## src/rtl/mul_err_accum.sv

```systemverilog
// Error-statistics accumulator placed after the 8x8 approximate multiplier.
// Pipelines each (a, b, approx) sample and accumulates error count, ED sum and max ED.
module mul_err_accum #(
    parameter int N_W   = 17,
    parameter int ACC_W = 32
) (
    input  logic             CLK,
    input  logic             RST,
    input  logic             start,
    input  logic [N_W-1:0]   num_samples,
    input  logic             in_valid,
    output logic             in_ready,
    input  logic [7:0]       in_a,
    input  logic [7:0]       in_b,
    input  logic [15:0]      in_approx,
    output logic             busy,
    output logic             done,
    output logic [N_W-1:0]   sample_count,
    output logic [N_W-1:0]   err_count,
    output logic [ACC_W-1:0] sum_ed,
    output logic [15:0]      max_ed,
    output logic [7:0]       max_a,
    output logic [7:0]       max_b
);

    typedef enum logic [1:0] {IDLE, RUN, DRAIN, DONE} state_t;

    state_t state, state_nxt;

    logic [N_W-1:0] target;
    logic           accept, start_ok, last_accept;

    logic           s1_v;
    logic [7:0]     s1_a, s1_b;
    logic [15:0]    s1_approx;
    logic [15:0]    s1_exact, s1_ed;

    logic           s2_v;
    logic [7:0]     s2_a, s2_b;
    logic [15:0]    s2_ed;

    logic [ACC_W:0]   sum_ext;
    logic [ACC_W-1:0] sum_nxt;

    assign in_ready    = (state == RUN);
    assign busy        = (state == RUN) || (state == DRAIN);
    assign done        = (state == DONE);
    assign accept      = in_valid && in_ready;
    assign start_ok    = start && ((state == IDLE) || (state == DONE));
    assign last_accept = accept && ((sample_count + N_W'(1)) == target);

    always_comb begin
        state_nxt = state;
        unique case (state)
            IDLE, DONE: if (start) state_nxt = (num_samples != '0) ? RUN : DONE;
            RUN:        if (last_accept) state_nxt = DRAIN;
            DRAIN:      if (!s1_v && !s2_v) state_nxt = DONE;
            default:    state_nxt = IDLE;
        endcase
    end

    always_ff @(posedge CLK or posedge RST) begin
        if (RST) state <= IDLE;
        else     state <= state_nxt;
    end

    assign s1_exact = 16'(s1_a) * 16'(s1_b);
    assign s1_ed    = (s1_exact >= s1_approx) ? (s1_exact - s1_approx) : (s1_approx - s1_exact);

    always_ff @(posedge CLK or posedge RST) begin
        if (RST) begin
            s1_v      <= 1'b0;
            s1_a      <= '0;
            s1_b      <= '0;
            s1_approx <= '0;
            s2_v      <= 1'b0;
            s2_a      <= '0;
            s2_b      <= '0;
            s2_ed     <= '0;
        end else begin
            s1_v <= accept;
            if (accept) begin
                s1_a      <= in_a;
                s1_b      <= in_b;
                s1_approx <= in_approx;
            end
            s2_v <= s1_v;
            if (s1_v) begin
                s2_a  <= s1_a;
                s2_b  <= s1_b;
                s2_ed <= s1_ed;
            end
        end
    end

    // One extra carry bit detects overflow; once clamped the sum stays at all-ones.
    assign sum_ext = {1'b0, sum_ed} + (ACC_W+1)'(s2_ed);
    assign sum_nxt = sum_ext[ACC_W] ? '1 : sum_ext[ACC_W-1:0];

    always_ff @(posedge CLK or posedge RST) begin
        if (RST) begin
            target       <= '0;
            sample_count <= '0;
            err_count    <= '0;
            sum_ed       <= '0;
            max_ed       <= '0;
            max_a        <= '0;
            max_b        <= '0;
        end else if (start_ok) begin
            target       <= num_samples;
            sample_count <= '0;
            err_count    <= '0;
            sum_ed       <= '0;
            max_ed       <= '0;
            max_a        <= '0;
            max_b        <= '0;
        end else begin
            if (accept) sample_count <= sample_count + N_W'(1);
            if (s2_v) begin
                if (s2_ed != '0) err_count <= err_count + N_W'(1);
                sum_ed <= sum_nxt;
                if (s2_ed > max_ed) begin
                    max_ed <= s2_ed;
                    max_a  <= s2_a;
                    max_b  <= s2_b;
                end
            end
        end
    end

endmodule

```

## config.mk

```make
export PLATFORM = sky130hd
export DESIGN_NAME = mul_err_accum
export DESIGN_NICKNAME = d
export VERILOG_FILES = /design/src/rtl/mul_err_accum.sv
export SDC_FILE = /design/constraint.sdc
export NUM_CORES = 1
export LEC_CHECK = 0
export CORE_ASPECT_RATIO = 1.1
export CORE_UTILIZATION = 62
export DETAILED_ROUTE_END_ITERATION = 12
export GPL_ROUTABILITY_DRIVEN = 1
export HOLD_SLACK_MARGIN = 0.05
export PLACE_DENSITY = 0.87
export SLEW_MARGIN = 20
export SYNTH_ARGS = -nofsm -noshare
export SYNTH_HDL_FRONTEND = slang
export SYNTH_SLANG_ARGS = --single-unit
```

## constraint.sdc

```tcl
create_clock -name CLK -period 14.4 [get_ports CLK]
set_input_delay 2.88 -clock CLK [delete_from_list [all_inputs] [get_ports CLK]]
set_output_delay 2.88 -clock CLK [all_outputs]
set_load 0.01 [all_outputs]
```

==> results.txt, run 1 <==
The flow ran to the end, and the final reports show no timing, DRC or antenna violations. The critical register-to-register path startpoint is s1_a[1]. Yosys mapped the design onto 85 distinct sky130hd cell types. The area share of the leading cell type in the synthesized netlist was 34.3%; the peak per-stage delay on the critical path was 0.81 ns. The critical path is of the reg -> reg type. The worst hold path was traced through 2 stages. The tools report the final number of hold-violating endpoints as 0. Traced cell by cell, the critical path runs through and2_1, fa_1, fa_1, fa_1, inv_1, fa_1, inv_1, ha_1, or2_2, a21oi_1, a211oi_1, nor3_1, xnor2_1, ha_1, a211oi_1, o21ai_0, o22ai_1, or2_1, o21ai_0, a21o_1, a31o_2.

Per-cell via count in the routed design: 6.03. After synthesis, the most frequently instantiated cells are 196 x sky130_fd_sc_hd__nand2_1, 183 x sky130_fd_sc_hd__dfrtp_1, 122 x sky130_fd_sc_hd__inv_1. The number of vias in the routed layout is 11,301. The tools report the category of the worst setup path launch point as a register.

The number of nets with antenna violations after detailed routing was 0; the number of buffers added on ports was 153. At the pin with the least slew margin, the transition time is 1.08 ns. The number of buffers added for setup after CTS is 0, and the maximum count of clock buffers along a single path is 2.

The global routing stage identified its most utilized layer as met2. After technology mapping, the gate count stands at 1,466. The run gives 0.0134 mm² as the area of the mapped netlist. The number of antenna diodes in the final layout is 0. For this run, the detailed router's first-pass iteration total came to 9. The detailed router finished its first iteration with 781 violations. After layout, the worst path uses 50.6% of the clock period. The minimum clock period after layout was 7.29 ns. For this run, the number of Yosys warnings is 0. The H-tree was split into 4 levels. The worst hold path belongs to the class reg -> reg.

The net count of the mapped netlist was 1,663; the effective utilization at floorplan was 64.1%. TritonCTS built the clock tree. The number of rows in the core area is 55.

Setup slack closes at 7.11 ns. Post-cts sizing count: 0. Ranked by total cell area, the synthesized netlist is headed by sky130_fd_sc_hd__dfrtp_1 34%, sky130_fd_sc_hd__ha_1 9.8%, sky130_fd_sc_hd__fa_1 5.8%.

In the routed design, unresolved DRC markers number 0. Among all cell types in the netlist, the one instantiated most often is sky130_fd_sc_hd__nand2_1. The data required time at the worst endpoint is 14.72 ns, and the number of cells after detailed placement is 1,841. Clock latency of the later-clocked register in the worst-skew pair: 0.44 ns.

For the count of maximum capacitance violations, the log shows 0. Of all flip-flops after synthesis, the portion carrying an async set or reset was 100%. For this run the aggregate overflow at the end of global routing stands at 0.

The tools report the normalized max-slew margin as 28.1%. Relative to the synthesized area, the layout overhead comes to 16.5%. The clock slew seen by the registers of the worst setup and hold paths is 0.08 ns. For the final number of setup-violating endpoints, the log shows 0. CTS root buffer: sky130_fd_sc_hd__clkbuf_16. The run gives 11,118 as the number of global-route vias before repair.

The tightest hold path in the finished design has a slack of 0.505 ns. For met2 alone, demand over resource in global routing was 53.5%. For this run, the leading register cell type out of synthesis is sky130_fd_sc_hd__dfrtp_1. The tree built by TritonCTS fans out to 183 sinks.

The share of post-route cells with drive strength above 1 is 6.23%. The tools report the core outline area as 0.0209 mm². The run gives 7.11 ns as the slack of the worst reg-to-reg path.

A synthesized cell averages 9.12 µm². Timing would allow up to 137 MHz. For the met1 track utilization from global routing, the log shows 40.3%.

At the end of routability-driven placement, the weighted congestion stood at 0.930. In this run the worst path has a maximum fanout of 15. The final setup TNS is 0 ns, and the arrival time at the worst endpoint is 7.61 ns. The path with the worst hold slack has its endpoint at target[2]. Measured in cells, the most critical reg-to-reg path has a length of 21.

For the global-route usage over all layers, the log shows 31.4%. The largest individual stage delay along the critical path comes from the cell sky130_fd_sc_hd__o22ai_1. The logs give 1,873 for the final instance count without filler cells and 34.3% for the sequential area share after synthesis.

On the final layout, the worst clock skew is 0.0133 ns. 154 I/O pins were placed. The floorplan step set the die height to 156 µm. Number of hold buffers added after cts: 0. STA classifies the critical path endpoint as a register. The max-slew violation count was 0. The cell type with the highest aggregate area in the netlist was sky130_fd_sc_hd__dfrtp_1. The destination of the worst register-to-register timing path was s2_ed[11]. The synthesized design contains 183 register bits. The number of enable flip-flop cells after synthesis came out at 0. OpenSTA, run right after detailed placement, puts the worst setup slack at 7.22 ns. For the routing usage on met3, the log shows 4.24%. Cell seen most often among critical-path stages: sky130_fd_sc_hd__fa_1. Number of antenna violations at the first check in global routing: 0. Setup repair after global routing left no endpoint under its margin. At the end of the flow, the number of nets in the layout was 1,772. Buffers inserted during clock tree synthesis total 17. After detailed routing, the average wire length per cell comes to 17.8 µm. The first global-routing pass estimated 55,200 µm of wire. The logs give 116 for the maximum number of pins on one net before global-route repair and 0.0221 mm² for the overall die area.

After legalization and detailed placement, the total HPWL measured 24,500 µm. The x dimension of the die works out to 142 µm. Hold path startpoint: target[2].

Summed over all layers, the routed wires come to 33,300 µm.
[per-stage QoR]
stage | instance area [µm²] | util, %
floorplan | 13400 | -
global placement | 15000 | 71.9
detailed placement | 15000 | 71.9
CTS | 15600 | 74.6
global route | 15600 | 74.7
finish | 15600 | 74.7
[routing by layer]
layer	part of all wire (%)	up-vias	wire length (µm)
met5	0	-	0
met1	42	5504	13900
met2	50	410	16600
met3	4.8	86	1600
li1	-	5301	-
met4	3.6	0	1190
[sequential cells by signal, indices dropped and copies added (netlist names), 16 cells and up]
| name | cells |
|---|---|
| sample_count | 17 |
| target | 17 |
| max_ed | 16 |
| sum_ed | 32 |
| s2_ed | 16 |
| err_count | 17 |
| s1_approx | 16 |
[worst max-delay path: cells and delay by family, from the launching register on]
| kind | cells | cell delay (ns) |
|---|---|---|
| AO/OA/AOI/OAI | 8 | 2.22 |
| adder cells (fa/ha/maj) | 6 | 2.83 |
| flip-flops | 1 | 0.49 |
| XOR/XNOR | 1 | 0.18 |
| buffers and inverters | 2 | 0.09 |
| AND/OR/NAND/NOR | 4 | 1.35 |
[layout by cell type, fill, tap and decap left out, drive strengths merged, types with 6 or more instances in the layout]
master	count
o21a	10
a21o	15
fa	39
nor3	25
nand2	197
xnor2	45
o211ai	6
nand3	30
a21oi	63
clkdlybuf4s50	153
o21ai	76
nor2	90
nand4	22
mux2i	40
a31oi	27
dfrtp	183
o31ai	8
ha	105
xor2	38
a41oi	8
inv	130
nand2b	6
or3	9
o21bai	8
mux2	35
and4	12
and2	58
nor2b	13
nor4	15
and3	9
clkbuf	18
a211oi	22
[worst max path at each step]
stage,start,end,cells after the start
2_1_floorplan,RST,err_count[0],1
3_3_place_gp,s1_a[2],s2_ed[13],21
3_5_place_dp,s1_b[7],s2_ed[13],21
4_1_cts,s1_b[7],s2_ed[13],21
5_1_grt,s1_a[1],s2_ed[13],21
6_report,s1_a[1],s2_ed[11],21
[layout make-up]
class	count	area [µm²]
repair buffers	158	1570
inverters	123	469
multi-input cells	1092	8040
fillers	1514	5280
well taps	285	357
clock inverters	14	134
clock buffers	18	429
flip-flops and latches	183	4580
[cell families after synthesis]
| family | share of synthesized area [%] |
|---|---|
| muxes | 5.97 |
| AOI/OAI and AO/OA | 14.6 |
| DFF | 34.3 |
| adders and majority gates | 15.7 |
| buffers and inverters | 5.83 |
| xor gates and xnor gates | 5.44 |
| and+or+nand+nor | 18.2 |
Power of run 1 is left out: the tool's default activity adds up to more than one toggle a clock period on the data nets, which glitch-free logic cannot reach.
==> run 2: changes to the inputs <==
Settings changed: CORE_UTILIZATION 62 to 52, PLACE_DENSITY 0.87 to 0.78.
Clock period 14.4 ns to 6.7 ns, I/O delays scaled along.
==> run 2 against run 1 <==
Against the previous run: via count decreased by 1.7%; largest cell class unchanged; non-clock buffer count is 15 higher; critical path depth up 1; critical endpoint unchanged; wire length is 2.3% higher; sequential cell count is the same; sequential share of layout area is 0.47 points lower; global-route usage is 4.9 points lower; clock-buffer cell count rose by 5.
==> results.txt, run 2 (synthesis gave the netlist of run 1 again) <==
The logs give 25,000 µm for the HPWL after detailed placement and 0 for the max-slew violation count. The pre-CTS worst setup slack is 0.168 ns. The run gives 10,894 as the number of global-route vias before repair. TritonCTS built the clock tree.

The post-route netlist has 7.12% of its cells at a drive strength greater than 1. Derived from the worst setup path, the maximum achievable clock frequency is 156 MHz. The clock latency of the later-clocked register in the worst-skew pair was 0.44 ns. The count of nets left with antenna violations once routing finished came out at 0. The library cells used most frequently in the layout, excluding fill and tap cells, are 195 x sky130_fd_sc_hd__nand2_1, 183 x sky130_fd_sc_hd__dfrtp_1, 153 x sky130_fd_sc_hd__clkdlybuf4s50_1. The vertical die dimension came out at 170 µm. The worst-margin pin slew was 1.02 ns. The maximum count of clock buffers along a single path was 2; the register cell area after layout was 0.00458 mm². The die is 155 µm wide. The post-cts sizing count is 0. Buffers placed on the I/O ports in this run total 153. The number of vias in the routed layout is 11,111. 0 antenna diodes ended up in the layout. The classification of the worst setup path is reg -> reg. The run gives 0.0263 mm² as the overall die area. The class of the tightest hold or removal check is reg -> reg. The number of rows in the core area is 61.

The clock drives 183 sinks. 154 I/O pins were placed. The final RePlAce weighted congestion was 0.917.

Once routing completed, OpenROAD measured the worst setup slack at 0.279 ns. Hold timing on the final database bottoms out at a slack of 0.498 ns. In this run the standard cell core region covers 0.0253 mm².

The final number of hold-violating endpoints came out at 0. The element type at the critical path end was a register. For the detailed router's first-iteration violation count, the log shows 701. The normalized max-slew margin is 31.7%, and the number of CTS-inserted buffers is 17.

Final instance count without filler cells: 1,947. The post-layout net count was 1,787. The per-cell via count in the routed design was 5.71. Including well taps, the total number of placed cells is 1,917. The maximum net fanout on the critical path is 10, and the area growth from synthesis to final layout is 18.4%. Once the floorplan was initialized, standard cells occupied 52.9% of the core. Fraction of the core area covered by cells at the end of the flow: 62.7%. The most common library cell in the layout ignoring fill and taps is sky130_fd_sc_hd__nand2_1. The multi-input combinational cells in the finished layout cover a total of 0.00807 mm².

The register with the most flip-flops was sum_ed. The wire length of the first global-routing pass was 55,000 µm; the total global routing overflow was 0. Setup violations remaining at the end of the flow were counted as 0. The CTS root buffer is sky130_fd_sc_hd__clkbuf_16. The global-route usage over all layers is 26.5%, and the maximum number of pins on one net before global-route repair is 99. The clock arrives with 0.00715 ns of skew. The run gives 0 as the number of hold buffers added after cts. The clock period could shrink to 6.42 ns. Max-cap violations in this run came to 0. The number of buffers added for setup after CTS is 0, and the number of flip-flops under the largest register name is 32. For the data required time at the worst endpoint, the log shows 7.03 ns.

The clock tree synthesis step divided the H-tree into 4 levels. The worst setup path is launched from a register. The arrival time at the worst endpoint was 6.75 ns; the part of the cycle the worst path needs was 95.8%. The number of design rule violations left after detail routing is 0.

After detailed routing, the total wire length is 34,000 µm. The run finished with clean final reports. Before antenna repair, the detailed router went through 5 iterations. The tools report the number of antenna violations at the first check in global routing as 0.

The number of fill cells in the layout is 2,135, and the average detailed-routed wire length per instance is 17.5 µm. After clock tree synthesis, the clock-pin slew on the worst setup and hold paths is 0.07 ns.
-- run 2: area by class of cell --
| class | instances | area share [%] |
|---|---|---|
| tap | 346 | 2.74 |
| multi-input combinational | 1092 | 51.0 |
| timing repair buffer | 173 | 10.6 |
| inverter | 123 | 2.95 |
| clock buffer | 23 | 3.02 |
| sequential | 183 | 28.9 |
| clock inverter | 7 | 0.759 |
-- run 2: worst max-delay path, cell delays in order, from the launching register on --
cell	delay [ns]
sky130_fd_sc_hd__dfrtp_1	0.49
sky130_fd_sc_hd__and2_1	0.22
sky130_fd_sc_hd__fa_1	0.51
sky130_fd_sc_hd__fa_1	0.52
sky130_fd_sc_hd__fa_1	0.55
sky130_fd_sc_hd__inv_1	0.06
sky130_fd_sc_hd__fa_1	0.53
sky130_fd_sc_hd__inv_1	0.04
sky130_fd_sc_hd__ha_1	0.32
sky130_fd_sc_hd__or2_2	0.32
sky130_fd_sc_hd__a21oi_1	0.19
sky130_fd_sc_hd__a21oi_1	0.07
sky130_fd_sc_hd__a21oi_1	0.18
sky130_fd_sc_hd__xnor2_1	0.10
sky130_fd_sc_hd__ha_1	0.44
sky130_fd_sc_hd__o21ai_0	0.17
sky130_fd_sc_hd__o21ai_1	0.28
sky130_fd_sc_hd__o22ai_1	0.15
sky130_fd_sc_hd__or2_1	0.27
sky130_fd_sc_hd__buf_4	0.19
sky130_fd_sc_hd__o311ai_2	0.34
sky130_fd_sc_hd__nand3_1	0.12
sky130_fd_sc_hd__a31o_2	0.26
-- run 2: path summary, 6_finish.rpt --
check	end	cells after the start	slack [ns]	from
min in group asynchronous	err_count[11]	2	1.44	RST
setup / recovery	s2_ed[11]	22	0.28	s1_a[1]
setup reg to reg	s2_ed[11]	22	0.28	s1_a[1]
max in group asynchronous	s2_ed[12]	3	4.08	RST
hold reg to reg	target[1]	2	0.50	target[1]
hold / removal	target[1]	2	0.50	target[1]
-- run 2: per-layer routing --
metal / vias up / GRT usage (%) / wire length, µm
li1: 5323 / - / -
met1: 5417 / 34.2 / 14900
met2: 321 / 45.7 / 16800
met3: 50 / 3.54 / 1520
met4: 0 / 9.00 / 819
met5: - / 0 / 0
-- run 2: per-stage QoR --
step | setup TNS (ns) | cell area [µm²]
after CTS | 0 | 15800
after floorplan | 0 | 13400
final | 0 | 15800
after global placement | 0 | 15200
after global routing | -0.0113 | 15800
after detailed placement | 0 | 15200
Power of run 2 is left out for the same reason.
==> run 3: changes to the inputs <==
Settings changed: CORE_UTILIZATION 52 to 62, PLACE_DENSITY 0.78 to 0.87.
Clock period 6.7 ns to 7.9 ns, I/O delays scaled along.
==> run 3 against run 2 <==
Against the previous run: final cell count fell by 3.6%; global-route usage rose by 5.7 points; non-clock buffer count fell by 12; via count rose by 1.7%; worst setup slack improved by 0.56 ns; die area fell by 16%; wire length barely moved; sequential cell count did not move; hold slack improved by 0.0048 ns; first-iteration DRC count rose by 16%; sequential share of layout area rose by 0.42 points; final area fell by 1.4%.
==> results.txt, run 3 (synthesis gave the netlist of run 1 again) <==
For the worst setup path, the data arrival time is 7.42 ns. The core region is 0.0209 mm². The final layout contains routed wiring with a total length of 34,000 µm.

Dividing the final minimum period by the clock period gives 89.3%. Traced cell by cell, the critical path runs through and2_1, fa_1, fa_1, fa_1, inv_1, fa_1, inv_1, ha_1, or2_2, o31ai_1, nor2_1, a21oi_1, xnor2_1, ha_1, o21ai_0, o21ai_0, o22ai_1, buf_4, or2_1, a2111oi_0, o21ai_1, a31oi_1. In this run the horizontal extent of the chip is 142 µm. Counting tap cells, the placed design contains a total of 1,844 instances. Cell seen most often among critical-path stages: sky130_fd_sc_hd__fa_1. Counting I/O delays and the setup requirement, the final critical path takes 7.06 ns. The die covers 0.0221 mm². Counting flops per register, the top entry is sum_ed. After clock tree synthesis, the clock-pin slew on the worst setup and hold paths is 0.08 ns. The worst setup path is launched from a register. Relative to the synthesized area, the layout overhead comes to 16.7%. At the pin with the least slew margin, the transition time is 1.03 ns. Buffers added to address setup during post-CTS repair amount to 0. From bottom edge to top edge, the die measures 156 µm. In this run the worst path has a maximum fanout of 15.

TritonCTS built the clock tree. For this run, design rule violations remaining after detail routing come to 0. Dividing the detail-routed wire length by the instance count gives 18.1 µm.

In the final timing run, aggregate negative setup slack is 0 ns. Once the floorplan was initialized, standard cells occupied 64.1% of the core. For the final worst slack, the log shows 0.844 ns. The depth of the CTS H-tree came out at 4.

The first global-routing pass estimated 56,100 µm of wire. Number of top-level pins: 154. For the count of clock tree sinks, the log shows 183.

Once the clock tree was built, the resizer swapped 0 gates to a different size. The max-slew violation count was 0. The peak per-stage delay on the critical path was 0.66 ns; the number of antenna violations at the first check in global routing was 0. The final number of hold-violating endpoints came out at 0. The most common library cell in the layout ignoring fill and taps is sky130_fd_sc_hd__nand2_1. The logs give 31.2% for the normalized max-slew margin and 1,775 for the post-layout net count.

Setup repair after global routing left no endpoint under its margin. The number of fill cells in the layout was 1,502. OpenSTA, run right after detailed placement, puts the worst setup slack at 0.974 ns. The tools report the final number of setup-violating endpoints as 0.

The first detailed-routing pass took 5 iterations. The slowest stage of the critical path is the sky130_fd_sc_hd__a2111oi_0 cell. The number of flip-flops under the largest register name was 32; the worst hold slack across all endpoints was 0.503 ns. The total global routing overflow was 0; the share of post-route cells with drive strength above 1 was 6.41%. In this run the remaining antenna-violating nets after routing total 0.

The first routing iteration left 813 violations. For the worst setup path, the data required time is 8.26 ns. The worst setup path is captured at a register. In this run the clock root is driven by a sky130_fd_sc_hd__clkbuf_16. The logs give 11,367 for the number of global-route vias before repair and 73 for the maximum number of pins on one net before global-route repair. The flow ran to the end, and the final reports show no timing, DRC or antenna violations. For the worst-skew pair, the clock arrives at the later sink with an insertion delay of 0.44 ns.

The classification of the worst setup path was reg -> reg. The routed layout has 11,300 vias. Class of the tightest hold or removal check: reg -> reg. Routability-driven placement finished with a final weighted congestion of 0.957. The per-cell via count in the routed design came out at 6.02.

For the global-route usage over all layers, the log shows 32.2%. The run gives 2 as the maximum count of clock buffers along a single path. 0 antenna diodes ended up in the layout. The tool flagged a number of max-cap violations equal to 0. In the layout the commonest cells are 195 x sky130_fd_sc_hd__nand2_1, 183 x sky130_fd_sc_hd__dfrtp_1, 153 x sky130_fd_sc_hd__clkdlybuf4s50_1. The number of clock buffers added by TritonCTS is 17. The tools report the final instance count without filler cells as 1,876.

The number of buffer and inverter stages on the critical path is 3. The HPWL after detailed placement was 25,000 µm. The number of hold buffers added after CTS was 0.

In this run the core area contains 55 standard-cell rows. Input and output buffers added on the ports amount to 153. Clock skew on the completed layout was measured at 0.0128 ns.

Based on the critical path, the design can be clocked at up to 142 MHz. Among cell families on the critical path, the largest total delay comes from adder cells.
run 3: cell count changes in the layout (fill, tap and decap cells not counted), sizes merged:
cell / previous run / this run
buf: 20 / 8
inv: 123 / 130
clkbuf: 23 / 18
clkinvlp: 1 / 4
bufinv: 3 / 1
clkinv: 3 / 2
run 3: routing by layer:
metal / global-route usage, % / part of all wire (%) / up-vias
li1: - / - / 5316
met1: 39.9 / 41 / 5514
met2: 55.8 / 51 / 394
met3: 4.02 / 4.9 / 76
met4: 15.1 / 3.6 / 0
met5: 0 / 0 / -
run 3: path summary, 6_finish.rpt:
kind,from,endpoint,slack [ns],depth (start not counted)
setup / recovery,s1_a[4],s2_ed[6],0.84,22
hold / removal,target[12],target[12],0.50,2
setup reg to reg,s1_a[4],s2_ed[6],0.84,22
hold reg to reg,target[12],target[12],0.50,2
max in group asynchronous,RST,max_ed[7],4.98,3
min in group asynchronous,RST,max_b[4],1.65,2
run 3: through the flow:
step / util [%] / instance area [µm²]
2_1_floorplan: - / 13400
3_3_place_gp: 72.0 / 15000
3_5_place_dp: 72.0 / 15000
4_1_cts: 74.8 / 15600
5_1_grt: 74.8 / 15600
6_report: 74.8 / 15600
run 3: area by class of cell:
class | count | area (µm²) | area share (%)
Clock buffer | 18 | 429 | 2.75
Clock inverter | 14 | 141 | 0.906
Inverter | 123 | 467 | 2.99
Multi-Input combinational cell | 1092 | 8040 | 51.5
Sequential cell | 183 | 4580 | 29.4
Tap cell | 285 | 357 | 2.29
Timing Repair Buffer | 161 | 1590 | 10.2
run 3: worst reg2reg max path: stages, from the launching register on:
cell and delay, ns:
sky130_fd_sc_hd__dfrtp_1 0.48, sky130_fd_sc_hd__and2_1 0.23, sky130_fd_sc_hd__fa_1 0.57, sky130_fd_sc_hd__fa_1 0.46, sky130_fd_sc_hd__fa_1 0.54, sky130_fd_sc_hd__inv_1 0.05, sky130_fd_sc_hd__fa_1 0.53, sky130_fd_sc_hd__inv_1 0.04
sky130_fd_sc_hd__ha_1 0.33, sky130_fd_sc_hd__or2_2 0.32, sky130_fd_sc_hd__o31ai_1 0.11, sky130_fd_sc_hd__nor2_1 0.07, sky130_fd_sc_hd__a21oi_1 0.26, sky130_fd_sc_hd__xnor2_1 0.13, sky130_fd_sc_hd__ha_1 0.47, sky130_fd_sc_hd__o21ai_0 0.17
sky130_fd_sc_hd__o21ai_0 0.39, sky130_fd_sc_hd__o22ai_1 0.15, sky130_fd_sc_hd__buf_4 0.20, sky130_fd_sc_hd__or2_1 0.45, sky130_fd_sc_hd__a2111oi_0 0.66, sky130_fd_sc_hd__o21ai_1 0.16, sky130_fd_sc_hd__a31oi_1 0.19
Power of run 3 is left out for the same reason.
